## src/rtl/uriscv_mem_arb.sv

```systemverilog
// uriscv_mem_arb: arbitrates the single external memory port between the
// instruction-fetch requester and the load/store requester. Data requests
// have fixed priority over fetch. Misaligned data requests are answered with
// an error and never reach memory. A stalled access is aborted after
// TIMEOUT_CYCLES cycles without an acknowledge; 0 disables the abort.
module uriscv_mem_arb #(
  parameter int unsigned TIMEOUT_CYCLES = 255
) (
  input  logic        clk_i,
  input  logic        rst_i,

  input  logic        i_rd_i,
  input  logic [31:0] i_addr_i,
  output logic        i_ack_o,
  output logic [31:0] i_rdata_o,
  output logic        i_err_o,

  input  logic        d_rd_i,
  input  logic [3:0]  d_wr_i,
  input  logic [31:0] d_addr_i,
  input  logic [31:0] d_wdata_i,
  input  logic        d_misaligned_i,
  output logic        d_ack_o,
  output logic [31:0] d_rdata_o,
  output logic        d_err_o,

  output logic        mem_rd_o,
  output logic [3:0]  mem_wr_o,
  output logic [31:0] mem_addr_o,
  output logic [31:0] mem_wdata_o,
  input  logic        mem_ack_i,
  input  logic [31:0] mem_rdata_i,

  output logic        busy_o
);

  // The counter only ever has to reach TIMEOUT_CYCLES-1, so it never wraps
  // while the timeout is enabled.
  localparam int unsigned CntW = (TIMEOUT_CYCLES == 0) ? 1 : $clog2(TIMEOUT_CYCLES + 1);
  localparam logic [CntW-1:0] TmoLast =
    CntW'((TIMEOUT_CYCLES == 0) ? 0 : TIMEOUT_CYCLES - 1);
  localparam bit TmoEnable = (TIMEOUT_CYCLES != 0);

  typedef enum logic [1:0] {
    StIdle  = 2'd0,
    StBusyI = 2'd1,
    StBusyD = 2'd2,
    StResp  = 2'd3
  } state_e;

  state_e          state_q;
  logic [CntW-1:0] cnt_q;

  logic        mem_rd_q;
  logic [3:0]  mem_wr_q;
  logic [31:0] mem_addr_q;
  logic [31:0] mem_wdata_q;

  logic        i_ack_q;
  logic        i_err_q;
  logic [31:0] i_rdata_q;
  logic        d_ack_q;
  logic        d_err_q;
  logic [31:0] d_rdata_q;

  logic        dataReq;
  logic        fetchReq;
  logic        timeoutHit;
  logic        accessDone;
  logic [31:0] respData;

  assign dataReq    = d_rd_i || (d_wr_i != 4'b0000);
  assign fetchReq   = i_rd_i;
  assign timeoutHit = TmoEnable && (cnt_q == TmoLast);
  assign accessDone = mem_ack_i || timeoutHit;
  // Writes and aborted accesses return zero data; only an acknowledged read
  // forwards the memory data.
  assign respData   = (mem_ack_i && mem_rd_q) ? mem_rdata_i : 32'h0;

  // Arbitration FSM with all requester and memory outputs registered.
  always_ff @(posedge clk_i) begin
    if (rst_i) begin
      state_q     <= StIdle;
      cnt_q       <= '0;
      mem_rd_q    <= 1'b0;
      mem_wr_q    <= 4'b0000;
      mem_addr_q  <= 32'h0;
      mem_wdata_q <= 32'h0;
      i_ack_q     <= 1'b0;
      i_err_q     <= 1'b0;
      i_rdata_q   <= 32'h0;
      d_ack_q     <= 1'b0;
      d_err_q     <= 1'b0;
      d_rdata_q   <= 32'h0;
    end else begin
      case (state_q)
        StIdle: begin
          cnt_q <= '0;
          if (dataReq && d_misaligned_i) begin
            d_ack_q   <= 1'b1;
            d_err_q   <= 1'b1;
            d_rdata_q <= 32'h0;
            state_q   <= StResp;
          end else if (dataReq) begin
            mem_rd_q    <= d_rd_i;
            mem_wr_q    <= d_wr_i;
            mem_addr_q  <= d_addr_i;
            mem_wdata_q <= d_wdata_i;
            state_q     <= StBusyD;
          end else if (fetchReq) begin
            mem_rd_q    <= 1'b1;
            mem_wr_q    <= 4'b0000;
            mem_addr_q  <= i_addr_i;
            mem_wdata_q <= 32'h0;
            state_q     <= StBusyI;
          end
        end

        StBusyI, StBusyD: begin
          cnt_q <= cnt_q + CntW'(1);
          if (accessDone) begin
            mem_rd_q    <= 1'b0;
            mem_wr_q    <= 4'b0000;
            mem_addr_q  <= 32'h0;
            mem_wdata_q <= 32'h0;
            cnt_q       <= '0;
            state_q     <= StResp;
            if (state_q == StBusyI) begin
              i_ack_q   <= 1'b1;
              i_err_q   <= !mem_ack_i;
              i_rdata_q <= respData;
            end else begin
              d_ack_q   <= 1'b1;
              d_err_q   <= !mem_ack_i;
              d_rdata_q <= respData;
            end
          end
        end

        StResp: begin
          i_ack_q   <= 1'b0;
          i_err_q   <= 1'b0;
          i_rdata_q <= 32'h0;
          d_ack_q   <= 1'b0;
          d_err_q   <= 1'b0;
          d_rdata_q <= 32'h0;
          cnt_q     <= '0;
          state_q   <= StIdle;
        end

        default: begin
          state_q <= StIdle;
        end
      endcase
    end
  end

  assign i_ack_o     = i_ack_q;
  assign i_err_o     = i_err_q;
  assign i_rdata_o   = i_rdata_q;
  assign d_ack_o     = d_ack_q;
  assign d_err_o     = d_err_q;
  assign d_rdata_o   = d_rdata_q;
  assign mem_rd_o    = mem_rd_q;
  assign mem_wr_o    = mem_wr_q;
  assign mem_addr_o  = mem_addr_q;
  assign mem_wdata_o = mem_wdata_q;
  assign busy_o      = (state_q != StIdle);

endmodule

```

## config.mk

```make
export PLATFORM = sky130hd
export DESIGN_NAME = uriscv_mem_arb
export DESIGN_NICKNAME = d
export VERILOG_FILES = /design/src/rtl/uriscv_mem_arb.sv
export SDC_FILE = /design/constraint.sdc
export NUM_CORES = 1
export LEC_CHECK = 0
export ABC_AREA = 0
export BUFFER_PORTS_ARGS = -buffer_cell sky130_fd_sc_hd__clkbuf_2
export CORE_ASPECT_RATIO = 0.75
export CORE_UTILIZATION = 53
export DETAILED_ROUTE_END_ITERATION = 6
export PLACE_DENSITY = 0.86
export SLEW_MARGIN = 20
export SYNTH_ARGS = -nofsm -noshare
export SYNTH_HDL_FRONTEND = slang
export SYNTH_SLANG_ARGS = --single-unit
```

## constraint.sdc

```tcl
create_clock -name clk_i -period 3.8 [get_ports clk_i]
set_input_delay 0.19 -clock clk_i [delete_from_list [all_inputs] [get_ports clk_i]]
set_output_delay 0.19 -clock clk_i [all_outputs]
set_load 0.005 [all_outputs]
```

; Yosys cells after proc, flatten, opt, wreduce, memory -nomap -nowiden
; Index checks and enable logic that the tools add are counted.
[word_totals]
register_bits = 147
inputBits = 138
output_inout_bits = 138
elab_cells = 87
[classes]
addsub = 1
eq_ne = 11
mux = 47
reduce_logical = 16
[ops]
columns = cell, n
row1 = 2-to-1 mux 32 bit, 13
row2 = one-hot mux 32 bit (2 select lines), 3
row3 = one-hot mux 32 bit (3 select lines), 1
row4 = 2-to-1 mux 4 bit, 4
row5 = one-hot mux 8 bit (2 select lines), 1
row6 = 2-to-1 mux 1 bit, 13
row7 = "inequality test 2 bit, second input constant", 5
row8 = "adder 8 x 1 -> 8 bit, second input constant", 1
row9 = "equality test 8 bit, second input constant", 1
row10 = 2-to-1 mux 2 bit, 4
row11 = 2-to-1 mux 8 bit, 1
row12 = one-hot mux 4 bit (2 select lines), 1
row13 = one-hot mux 1 bit (2 select lines), 3
row14 = one-hot mux 1 bit (3 select lines), 2
row15 = one-hot mux 2 bit (3 select lines), 1
row16 = AND reduction 3 bit, 2
row17 = nonzero test 2 bit, 3
row18 = "equality test 2 bit, second input constant", 2
row19 = "inequality test 4 bit, second input constant", 1
row20 = AND reduction 4 bit, 1
row21 = nonzero test 4 bit, 1
row22 = OR reduction 2 bit, 2
row23 = "inequality test 3 bit, second input constant", 1
row24 = "equality test 2 x 1 -> 1 bit, second input constant", 1
row25 = other kinds (5), 7

; Longest topological paths before layout
; Gate-level depths: netlist of run 1.
[logic_depth]
depth_word = 5
mapped_depth = 9
ltp_nobuf = 6

; Worst setup path after synthesis of run 1
; No wires, ideal clock.
[synth_path]
path_kind = reg-to-reg
startpoint = register state_q[0]
endpoint = register mem_rd_q (netlist: mem_rd_o)
setup_ns = 0.123
arrival_ns = 2.003
required_ns = 3.677
path_slack_ns = 1.673
stages_incl_launch_ff = 9
path_buffers = 2
synth_period_minus_slack_ns = 2.127
cell_sequence = dfxtp_1 -> inv_1 -> ha_1 -> nand2b_1 -> o21ba_2 -> clkbuf_1 -> a2111o_1 -> buf_6 -> mux2_1
[synth_via]
elab_chain_len = 4
word_cells_on_any_way = 10
cone_classes = eq/ne: 5 / mux: 1 / reduce/logical: 4
[synth_rtl]
columns = element, line_no
row1 = from (decl), 51  ; state_e state_q;
row2 = from (signal assigned), 83  ; state_q <= StIdle;
row3 = from (signal assigned), 103  ; state_q <= StResp;
row4 = from (signal assigned), 109  ; state_q <= StBusyD;
row5 = equality test 2 x 1 -> 1 bit / equality test 2 bit (equally long branches), 96  ; case (state_q)
row6 = OR reduction 2 bit, 96
row7 = inequality test 2 bit (no line) / nonzero test 2 bit (equally long branches), n/a
row8 = AND reduction 4 bit (no line), n/a
row9 = to (signal assigned), 105  ; mem_rd_q <= d_rd_i;
row10 = to (decl), 54  ; logic mem_rd_q;
; Several ways; a longest one is shown, not always the timed one.
; A chain may end at the register's enable or synchronous reset.

; Worst setup path in the final report of run 1
[layout_path]
startpoint = register state_q[0]
endpoint = register mem_wdata_q[6] (netlist: mem_wdata_o[6])
[layout_via]
elab_chain_len = 4
word_cells_on_any_way = 10
cone_classes = eq/ne: 5 / mux: 1 / reduce/logical: 4
[layout_rtl]
columns = element, line_no
row1 = equality test 2 x 1 -> 1 bit / equality test 2 bit (equally long branches), 96
row2 = OR reduction 2 bit, 96
row3 = inequality test 2 bit (no line) / nonzero test 2 bit (equally long branches), n/a
row4 = AND reduction 4 bit (no line), n/a
row5 = to (signal assigned), 108  ; mem_wdata_q <= d_wdata_i;
row6 = to (decl), 57  ; logic [31:0] mem_wdata_q;
; Several ways; a longest one is shown, not always the timed one.

==> results of run 1 <==
final timing paths:
check	endpoint	slack [ps]	cells after the start
worst min register to register	mem_wdata_o[2]	470	2
worst max-delay path	mem_wdata_o[6]	1120	7
worst min-delay path	d_rdata_o[9]	20	3
worst max register to register	mem_wdata_o[6]	1120	7
synth_stat cells (2+ instances only):
library cell  count  share of area
or4_1             3         0.0032
nor2b_1           3         0.0027
nor4_4            2         0.0060
o21ai_0          68          0.048
clkbuf_1         64          0.034
nand3b_1         32          0.034
buf_12            6          0.017
ha_1              6          0.011
nand3_1          36          0.026
xnor2_1           3         0.0037
inv_1             5         0.0027
nand2_1          34          0.018
xor2_1            3         0.0037
a211oi_1          3         0.0032
a211o_1          31          0.039
nor2_1           16         0.0085
mux2i_1         100           0.14
nand2b_1        103          0.092
dfxtp_1         147           0.42
buf_2             4         0.0028
mux2_2            2         0.0032
or3b_2            4         0.0050
nand4_1          33          0.029
a21oi_1          37          0.026
per-stage QoR:
| step | utilization | cell area (sq um) | hold slack, ps |
|---|---|---|---|
| detailed placement | 0.647 | 8400 | 434 |
| global placement | 0.647 | 8400 | 432 |
| finish | 0.692 | 8980 | 15.1 |
| global route | 0.692 | 8980 | 4.02 |
| floorplan | - | 7030 | 329 |
| CTS | 0.691 | 8960 | 0.205 |
cell type report:
class | count | area, sq um | area share
Multi-Input combinational cell | 532 | 3690 | 0.411
Sequential cell | 147 | 2940 | 0.328
Timing Repair Buffer | 294 | 1550 | 0.173
Clock buffer | 19 | 443 | 0.0493
Tap cell | 171 | 214 | 0.0238
Clock inverter | 13 | 118 | 0.0131
Inverter | 6 | 22.5 | 0.00251
logic make-up after synthesis:
kind of cell	after synthesis	share of synthesized area
XOR/XNOR	6	0.00747
adder cells (fa/ha/maj)	6	0.0107
multiplexers	103	0.147
buffers and inverters	82	0.0596
AND/OR/NAND/NOR	270	0.228
AO/OA/AOI/OAI	147	0.129
flip-flops	147	0.418
worst min-delay path, cell delays in order:
cell and delay (ps):
clkbuf_2 90, nand2_1 50, mux2i_1 50
power groups by stage:
stage                     combinational (mW)  sequential, mW  clock (mW)
after floorplan                         2.11            2.11           0
after global placement                  2.76            2.08           0
after detailed placement                2.80            2.09           0
after CTS                               2.81            2.06        1.59
after global routing                    3.03            2.11        1.67
final                                   2.79            2.06        1.56
cells in the final DEF, fill, tap and decap left out, drive strengths merged, types with 31 or more instances in the layout:
cell    instances
a211o          31
a21oi          37
clkbuf        293
dfxtp         147
mux2i         100
nand2          34
nand2b        103
nand3          36
nand3b         32
nand4          33
o21ai          69
flip-flops by register name, summed over array words and instances (netlist names), 2 cells and up:
register / cells
state_q: 2
mem_wdata_o: 32
mem_addr_o: 32
i_rdata_o: 32
mem_wr_o: 4
d_rdata_o: 32
cnt_q: 8
metal layers:
metal  vias up  track usage
li1       3160            -
met1      2990        0.333
met2       286        0.418
met3        35       0.0741
met4         0       0.0977
met5         -            0
repair_timing:
action,in CTS,in global routing
hold endpoints to repair,0,2
hold buffers,0,2
gates resized for setup,0,0
endpoints found under the setup margin,0,0
==> results.py, run 1 <==
metrics = {
    "outcome": {
        "run_status": "complete, no violations",
    },
    "power_and_ir_drop": {
        "p_sw_frac": 0.386,
        "finalPower_mw": 6.42,
        "combPwrFrac": 0.435,
        "powerDensity_mw_per_mm2": 715,
        "pwr-share-seq": 0.321,
        "p_int_mw": 3.94,
        "p_switching_mw": 2.48,
        "ir_drop_uv": 592,
        "p_clk_frac": 0.243,
        "p_leak_nw": 3.96,
    },
    "placed_design": {
        "dp_cells": 1148,
        "place_hpwl_mm": 12.2,
        "pre_cts_ws_ps": 1140,
        "port_buffers": 275,
        "routabilityCongestion": 0.807,
    },
    "synthesis": {
        "synth_cell_types": 40,
        "ys_seq_area_frac": 0.418,
        "synth_ff_type": "dfxtp_1",
        "synth_warnings": 0,
        "synth_edf_count": 0,
        "async_reset_ff_frac": 0,
        "ys_ff_latch": 147,
        "syn_area_per_cell_sq_um": 9.24,
        "mappedNetlistArea_sq_mm": 0.00703,
        "syn_nets": 905,
        "synthCells": 761,
    },
    "sta": {
        "setup_ws_ps": 1120,
        "fin_crit_sh": 0.704,
        "slew-limit-headroom": 0.348,
        "fin_tns_setup_ps": 0,
        "skew_ps": 15.0,
        "hold_violations": 0,
        "tightest_slew_ps": 978,
        "period_needed_ps": 2680,
        "maxSlewViolCount": 0,
        "fmax_ghz": 0.374,
        "setup_violations": 0,
        "rsz0062_at_grt": "no",
    },
    "worst_hold_path": {
        "hold_path_class": "in -> reg",
        "holdCritStartpoint": "mem_rdata_i[9]",
    },
    "floorplanning": {
        "fp.dieH_microns": 102,
        "row_count": 36,
        "die_x_microns": 135,
        "dieArea_sq_mm": 0.0137,
        "coreArea_sq_mm": 0.0130,
        "start_util": 0.542,
        "io_pins": 276,
    },
    "clock_tree": {
        "clkSinkCount": 147,
        "clk_pin_slew_ps": 70,
        "postCtsSetupBuffers": 0,
        "cts_tree": "yes",
        "clk_path_buf_depth": 2,
        "clk_latency_ps": 410,
        "cts-root-buf": "clkbuf_16",
        "h-tree-depth": 4,
        "cts_inserted_buffers": 17,
    },
    "routing": {
        "routed-wl-met3_mm": 1.53,
        "routed_wl_mm": 18.2,
        "via_count": 6471,
        "wl_met1_mm": 7.89,
        "wl_per_cell_microns": 15.4,
        "drc": 0,
        "wl_met2_mm": 8.40,
        "firstDrtPassIters": 5,
        "viasPerCell": 5.47,
        "drtIter0Drc": 315,
        "dr.max_layer_used": "met4",
        "antenna_left": 0,
    },
    "critical_path": {
        "crit_path_max_incr_delay_ps": 750,
        "timing.rr.start": "state_q[0]",
        "arrival_ps": 2960,
        "cp.required_ps": 4080,
        "crit_type": "reg -> reg",
        "path_max_fanout": 41,
        "crit_family": "buffers and inverters",
        "end_kind": "register",
        "path_cells": "inv_1 -> ha_1 -> buf_4 -> nor2_1 -> a2111o_2 -> buf_12 -> mux2i_1",
        "startpoint_type": "register",
        "critical_path.slowest_cell": "a2111o_2",
        "crit_start": "state_q[0]",
        "critPathBufInv": 3,
    },
    "grt": {
        "groute.usage.overall": 0.260,
        "first_global_vias": 5970,
        "grt_first_pass_wirelength_mm": 28.7,
        "antenna_found_initial": 0,
        "overflow": 0,
        "grt_max_degree": 116,
    },
    "layout": {
        "diodes": 0,
        "instances_no_fill": 1182,
        "syn2layout_area_growth_pct": 27.7,
        "drive_gt1_frac": 0.337,
        "fill_cells": 1034,
        "nNetsFinal": 1142,
    },
    "flow_run": {
        "maxCapViolations": 0,
    },
}
Power figures use the tool's default switching activity.
==> run 2: changes to the inputs <==
--- a/config.mk
+++ b/config.mk
@@ -8,9 +8,9 @@
 export ABC_AREA = 0
 export BUFFER_PORTS_ARGS = -buffer_cell sky130_fd_sc_hd__clkbuf_2
 export CORE_ASPECT_RATIO = 0.75
-export CORE_UTILIZATION = 53
+export CORE_UTILIZATION = 44
 export DETAILED_ROUTE_END_ITERATION = 6
-export PLACE_DENSITY = 0.86
+export PLACE_DENSITY = 0.76
 export SLEW_MARGIN = 20
 export SYNTH_ARGS = -nofsm -noshare
 export SYNTH_HDL_FRONTEND = slang
==> constraint.sdc (replaced) <==
create_clock -name clk_i -period 2.15 [get_ports clk_i]
set_input_delay 0.1075 -clock clk_i [delete_from_list [all_inputs] [get_ports clk_i]]
set_output_delay 0.1075 -clock clk_i [all_outputs]
set_load 0.005 [all_outputs]
==> run 2 against run 1 <==
  * Final cell count grew 9.0%
  * Design area is 11% higher
  * Largest cell class unchanged
  * Maximum frequency up 30%
==> results.py, run 2 (synthesized netlist as in run 1, its figures left out) <==
metrics = {
    "sta": {
        "fmax_ghz": 0.486,
        "tightest_slew_ps": 627,
        "hold_violations": 0,
        "slew-limit-headroom": 0.582,
        "setup_ws_ps": 92.6,
        "maxSlewViolCount": 0,
        "fin_hold_ws_ps": 32.8,
        "skew_ps": 15.2,
        "fin_crit_sh": 0.957,
        "setup_violations": 0,
        "period_needed_ps": 2060,
    },
    "layout": {
        "instances_no_fill": 1288,
        "final_cell_mix": "clkbuf_2, dfxtp_1, nand2b_1",
        "fin_area_sq_mm": 0.00996,
        "diodes": 0,
        "nNetsFinal": 1214,
        "syn2layout_area_growth_pct": 41.5,
        "final_common_cell": "clkbuf_2",
        "drive_gt1_frac": 0.328,
        "fill_cells": 1276,
    },
    "grt": {
        "first_global_vias": 6629,
        "grt_first_pass_wirelength_mm": 33.1,
        "antenna_found_initial": 0,
        "groute.usage.overall": 0.249,
        "grt_max_degree": 80,
        "overflow": 0,
    },
    "clock_tree": {
        "cts-root-buf": "clkbuf_16",
        "postCtsSetupBuffers": 0,
        "clk_latency_ps": 430,
        "clk_path_buf_depth": 2,
        "cts_inserted_buffers": 17,
        "clkSinkCount": 147,
        "cts_tree": "yes",
        "h-tree-depth": 4,
        "clk_pin_slew_ps": 60,
    },
    "floorplanning": {
        "io_pins": 276,
        "coreArea_sq_mm": 0.0154,
        "fp.dieH_microns": 112,
        "dieArea_sq_mm": 0.0165,
        "die_x_microns": 148,
        "row_count": 39,
        "start_util": 0.456,
    },
    "worst_hold_path": {
        "hold_path_class": "in -> reg",
    },
    "power_and_ir_drop": {
        "ir_drop_uv": 664,
        "powerDensity_mw_per_mm2": 1280,
        "finalPower_mw": 12.7,
        "p_leak_nw": 4.38,
    },
    "placed_design": {
        "place_area_sq_mm": 0.00854,
        "routabilityCongestion": 0.780,
        "pre_cts_ws_ps": 105,
        "port_buffers": 275,
        "dp_cells": 1189,
        "place_hpwl_mm": 13.1,
    },
    "critical_path": {
        "path_max_fanout": 26,
        "cp.required_ps": 2450,
        "startpoint_type": "register",
        "crit_type": "reg -> reg",
        "end_kind": "register",
        "arrival_ps": 2360,
    },
    "routing": {
        "via_count": 6763,
        "routed_wl_mm": 21.0,
        "firstDrtPassIters": 5,
        "antenna_left": 0,
        "wl_per_cell_microns": 16.3,
        "viasPerCell": 5.25,
        "drtIter0Drc": 409,
        "drc": 0,
    },
    "flow_run": {
        "maxCapViolations": 0,
    },
    "outcome": {
        "run_status": "complete, no violations",
    },
}
-- run 2: path summary, 6_finish.rpt --
check | startpoint | end | slack (ps) | cells after the start
setup / recovery | state_q[0] | mem_wdata_o[23] | 90 | 7
hold / removal | mem_ack_i | i_err_o | 30 | 3
setup reg to reg | state_q[0] | mem_wdata_o[23] | 90 | 7
hold reg to reg | cnt_q[0] | cnt_q[0] | 470 | 1
-- run 2: layer usage --
layer,vias to the layer above,wire length [microns],GRT usage
li1,3305,-,-
met1,3142,9310,0.311
met2,280,9630,0.406
met3,36,1560,0.0742
met4,0,464,0.0852
met5,-,0,0
-- run 2: power breakdown --
part | switching [mW] | total, mW | internal, mW
logic | 3.10 | 5.71 | 2.61
registers | 0.322 | 3.65 | 3.33
clock network | 1.24 | 3.35 | 2.11
-- run 2: final cells by class --
cell class,count,area [sq um],area share
Clock inverter,13,221,0.0222
Clock buffer,19,443,0.0445
Sequential cell,147,2950,0.296
Timing Repair Buffer,366,2360,0.237
Tap cell,205,256,0.0258
Inverter,6,22.5,0.00226
Multi-Input combinational cell,532,3700,0.372
-- run 2: metrics by stage --
stage	util	TNS [ps]
floorplan	-	0
global placement	0.554	0
detailed placement	0.554	0
CTS	0.639	0
global route	0.646	-7.26
finish	0.646	0
-- run 2: timing repair --
item	4_1_cts	5_1_grt
hold buffers	64	0
resized for setup	0	8
setup endpoints to repair	0	22
hold endpoints to repair	96	0
-- run 2: critical path, cell delays in order (launching register included) --
cell	delay [ps]
dfxtp_2	350
inv_1	80
ha_4	260
nand2b_1	90
o21ba_2	180
a2111o_2	550
clkbuf_16	280
mux2i_1	140
==> run 3: changes to the inputs <==
==> constraint.sdc (replaced) <==
create_clock -name clk_i -period 1.75 [get_ports clk_i]
set_input_delay 0.0875 -clock clk_i [delete_from_list [all_inputs] [get_ports clk_i]]
set_output_delay 0.0875 -clock clk_i [all_outputs]
set_load 0.005 [all_outputs]
==> run 3 against run 2 <==
  * The run now ends with negative setup slack left
  * Core utilization up 1.3 points
  * Global-route usage up 0.49 points
  * Clock power up 13%
  * Maximum frequency up 9.4%
  * Final cell count up 1.8%
  * Largest power group unchanged
  * Highest routed layer unchanged
==> results.py, run 3 (synthesized netlist as in run 1, its figures left out) <==
metrics = {
    "outcome": {
        "run_status": "finished, violations left",
        "violations": "negative setup slack",
    },
    "floorplanning": {
        "die_x_microns": 148,
        "coreArea_sq_mm": 0.0154,
        "row_count": 39,
        "dieArea_sq_mm": 0.0165,
        "fp.dieH_microns": 112,
        "io_pins": 276,
        "start_util": 0.456,
    },
    "critical_path": {
        "path_max_fanout": 4,
        "timing.rr.start": "state_q[1]",
        "crit_type": "reg -> reg",
        "r2r_cells": 7,
        "r2r-end": "mem_rd_o",
        "crit_start": "state_q[1]",
        "cp.required_ps": 2050,
        "endpoint": "mem_rd_o",
        "arrival_ps": 2180,
        "end_kind": "register",
        "startpoint_type": "register",
        "r2r_setup_slack_ps": -130,
    },
    "clock_tree": {
        "clk_latency_ps": 420,
        "cts_inserted_buffers": 17,
        "clk_path_buf_depth": 2,
        "clkSinkCount": 147,
        "cts-root-buf": "clkbuf_16",
        "h-tree-depth": 4,
        "cts_tree": "yes",
        "clk_pin_slew_ps": 60,
    },
    "sta": {
        "fmax_ghz": 0.532,
        "setup_violations": 78,
        "setup_ws_ps": -130,
        "slew-limit-headroom": 0.652,
        "fin_hold_ws_ps": 15.4,
        "maxSlewViolCount": 0,
        "period_needed_ps": 1880,
        "fin_crit_sh": 1.07,
        "skew_ps": 12.3,
        "hold_violations": 0,
        "tightest_slew_ps": 519,
        "rsz0062_at_grt": "yes",
    },
    "layout": {
        "final_cell_mix": "clkbuf_2, dfxtp_1, nand2b_1",
        "instances_no_fill": 1311,
        "diodes": 0,
        "final_common_cell": "clkbuf_2",
        "fill_cells": 1230,
        "nNetsFinal": 1237,
        "drive_gt1_frac": 0.353,
        "syn2layout_area_growth_pct": 44.5,
    },
    "routing": {
        "via_count": 6883,
        "routed_wl_mm": 21.1,
        "drc": 0,
        "drtIter0Drc": 333,
        "wl_per_cell_microns": 16.1,
        "antenna_left": 0,
        "viasPerCell": 5.25,
        "firstDrtPassIters": 7,
    },
    "grt": {
        "antenna_found_initial": 0,
        "overflow": 0,
        "grt_first_pass_wirelength_mm": 33.8,
        "groute.usage.overall": 0.254,
        "first_global_vias": 6703,
        "grt_max_degree": 86,
    },
    "flow_run": {
        "maxCapViolations": 0,
    },
    "power_and_ir_drop": {
        "ir_drop_uv": 1020,
        "p_leak_nw": 4.48,
        "powerDensity_mw_per_mm2": 1540,
    },
    "placed_design": {
        "dp_cells": 1207,
        "pre_cts_ws_ps": -135,
        "routabilityCongestion": 0.785,
        "place_hpwl_mm": 13.5,
        "port_buffers": 275,
    },
    "worst_hold_path": {
        "hold_path_class": "in -> reg",
    },
}
[run 3: cell types whose count changed in the layout (fill, tap and decap cells not counted), moves of 3 or more]
cell     delta
buf_4      +19
o21ai_0     -6
o21ai_1     +6
buf_12      +3
buf_6       +3
inv_1       -3
inv_2       +3
[run 3: repair_timing]
| item | in CTS | in global routing |
|---|---|---|
| resized for setup | 6 | 25 |
| hold buffers | 64 | 0 |
| hold endpoints to repair | 96 | 0 |
| pin swaps | 1 | 3 |
| endpoints found under the setup margin | 101 | 122 |
| gates cloned | 2 | 1 |
| setup buffers | 4 | 4 |
[run 3: worst min path at each step]
stage,start,endpoint,slack (ps),cells past startpoint
final,mem_ack_i,i_err_o,20,3
after floorplan,mem_rdata_i[0],d_rdata_o[0],230,2
after detailed placement,mem_rdata_i[8],d_rdata_o[8],340,3
after CTS,d_addr_i[9],mem_addr_o[9],7,4
after global placement,mem_rdata_i[26],d_rdata_o[26],340,3
after global routing,mem_ack_i,i_err_o,20,3
[run 3: area by class of cell]
cell class	count	area [sq um]	area share
Sequential cell	147	2950	0.290
Timing Repair Buffer	389	2550	0.251
Clock buffer	19	443	0.0436
Clock inverter	13	174	0.0171
Tap cell	205	256	0.0252
Inverter	6	22.5	0.00222
Multi-Input combinational cell	532	3770	0.371
[run 3: per-layer routing]
| layer | part of all wire | GRT usage | wire, microns |
|---|---|---|---|
| met1 | 0.43 | 0.310 | 9110 |
| met3 | 0.078 | 0.0750 | 1650 |
| met2 | 0.47 | 0.421 | 9910 |
| met5 | 0 | 0 | 0 |
| met4 | 0.020 | 0.0935 | 425 |
[run 3: power by group]
part | switching, mW | internal (mW) | total [mW]
clock network | 1.49 | 2.30 | 3.80
registers | 0.398 | 4.10 | 4.49
logic | 3.92 | 3.48 | 7.40
total | 5.81 | 9.88 | 15.7
[run 3: metrics by stage]
| step | util | TNS [ps] | total power [mW] | area (sq um) |
|---|---|---|---|---|
| detailed placement | 0.566 | -5140 | 11.2 | 8720 |
| global placement | 0.566 | -3330 | 11.1 | 8720 |
| floorplan | - | -9450 | 9.34 | 7090 |
| CTS | 0.652 | -5020 | 15.5 | 10100 |
| global route | 0.659 | -9050 | 16.5 | 10200 |
| finish | 0.659 | -5690 | 15.7 | 10200 |
[run 3: worst max-delay path: stages (launching register included)]
cell      delay (ps)
dfxtp_2          330
inv_2             50
ha_4             250
nand2b_4          70
o21ba_4          150
a2111o_2         470
buf_4            160
mux2_4           280
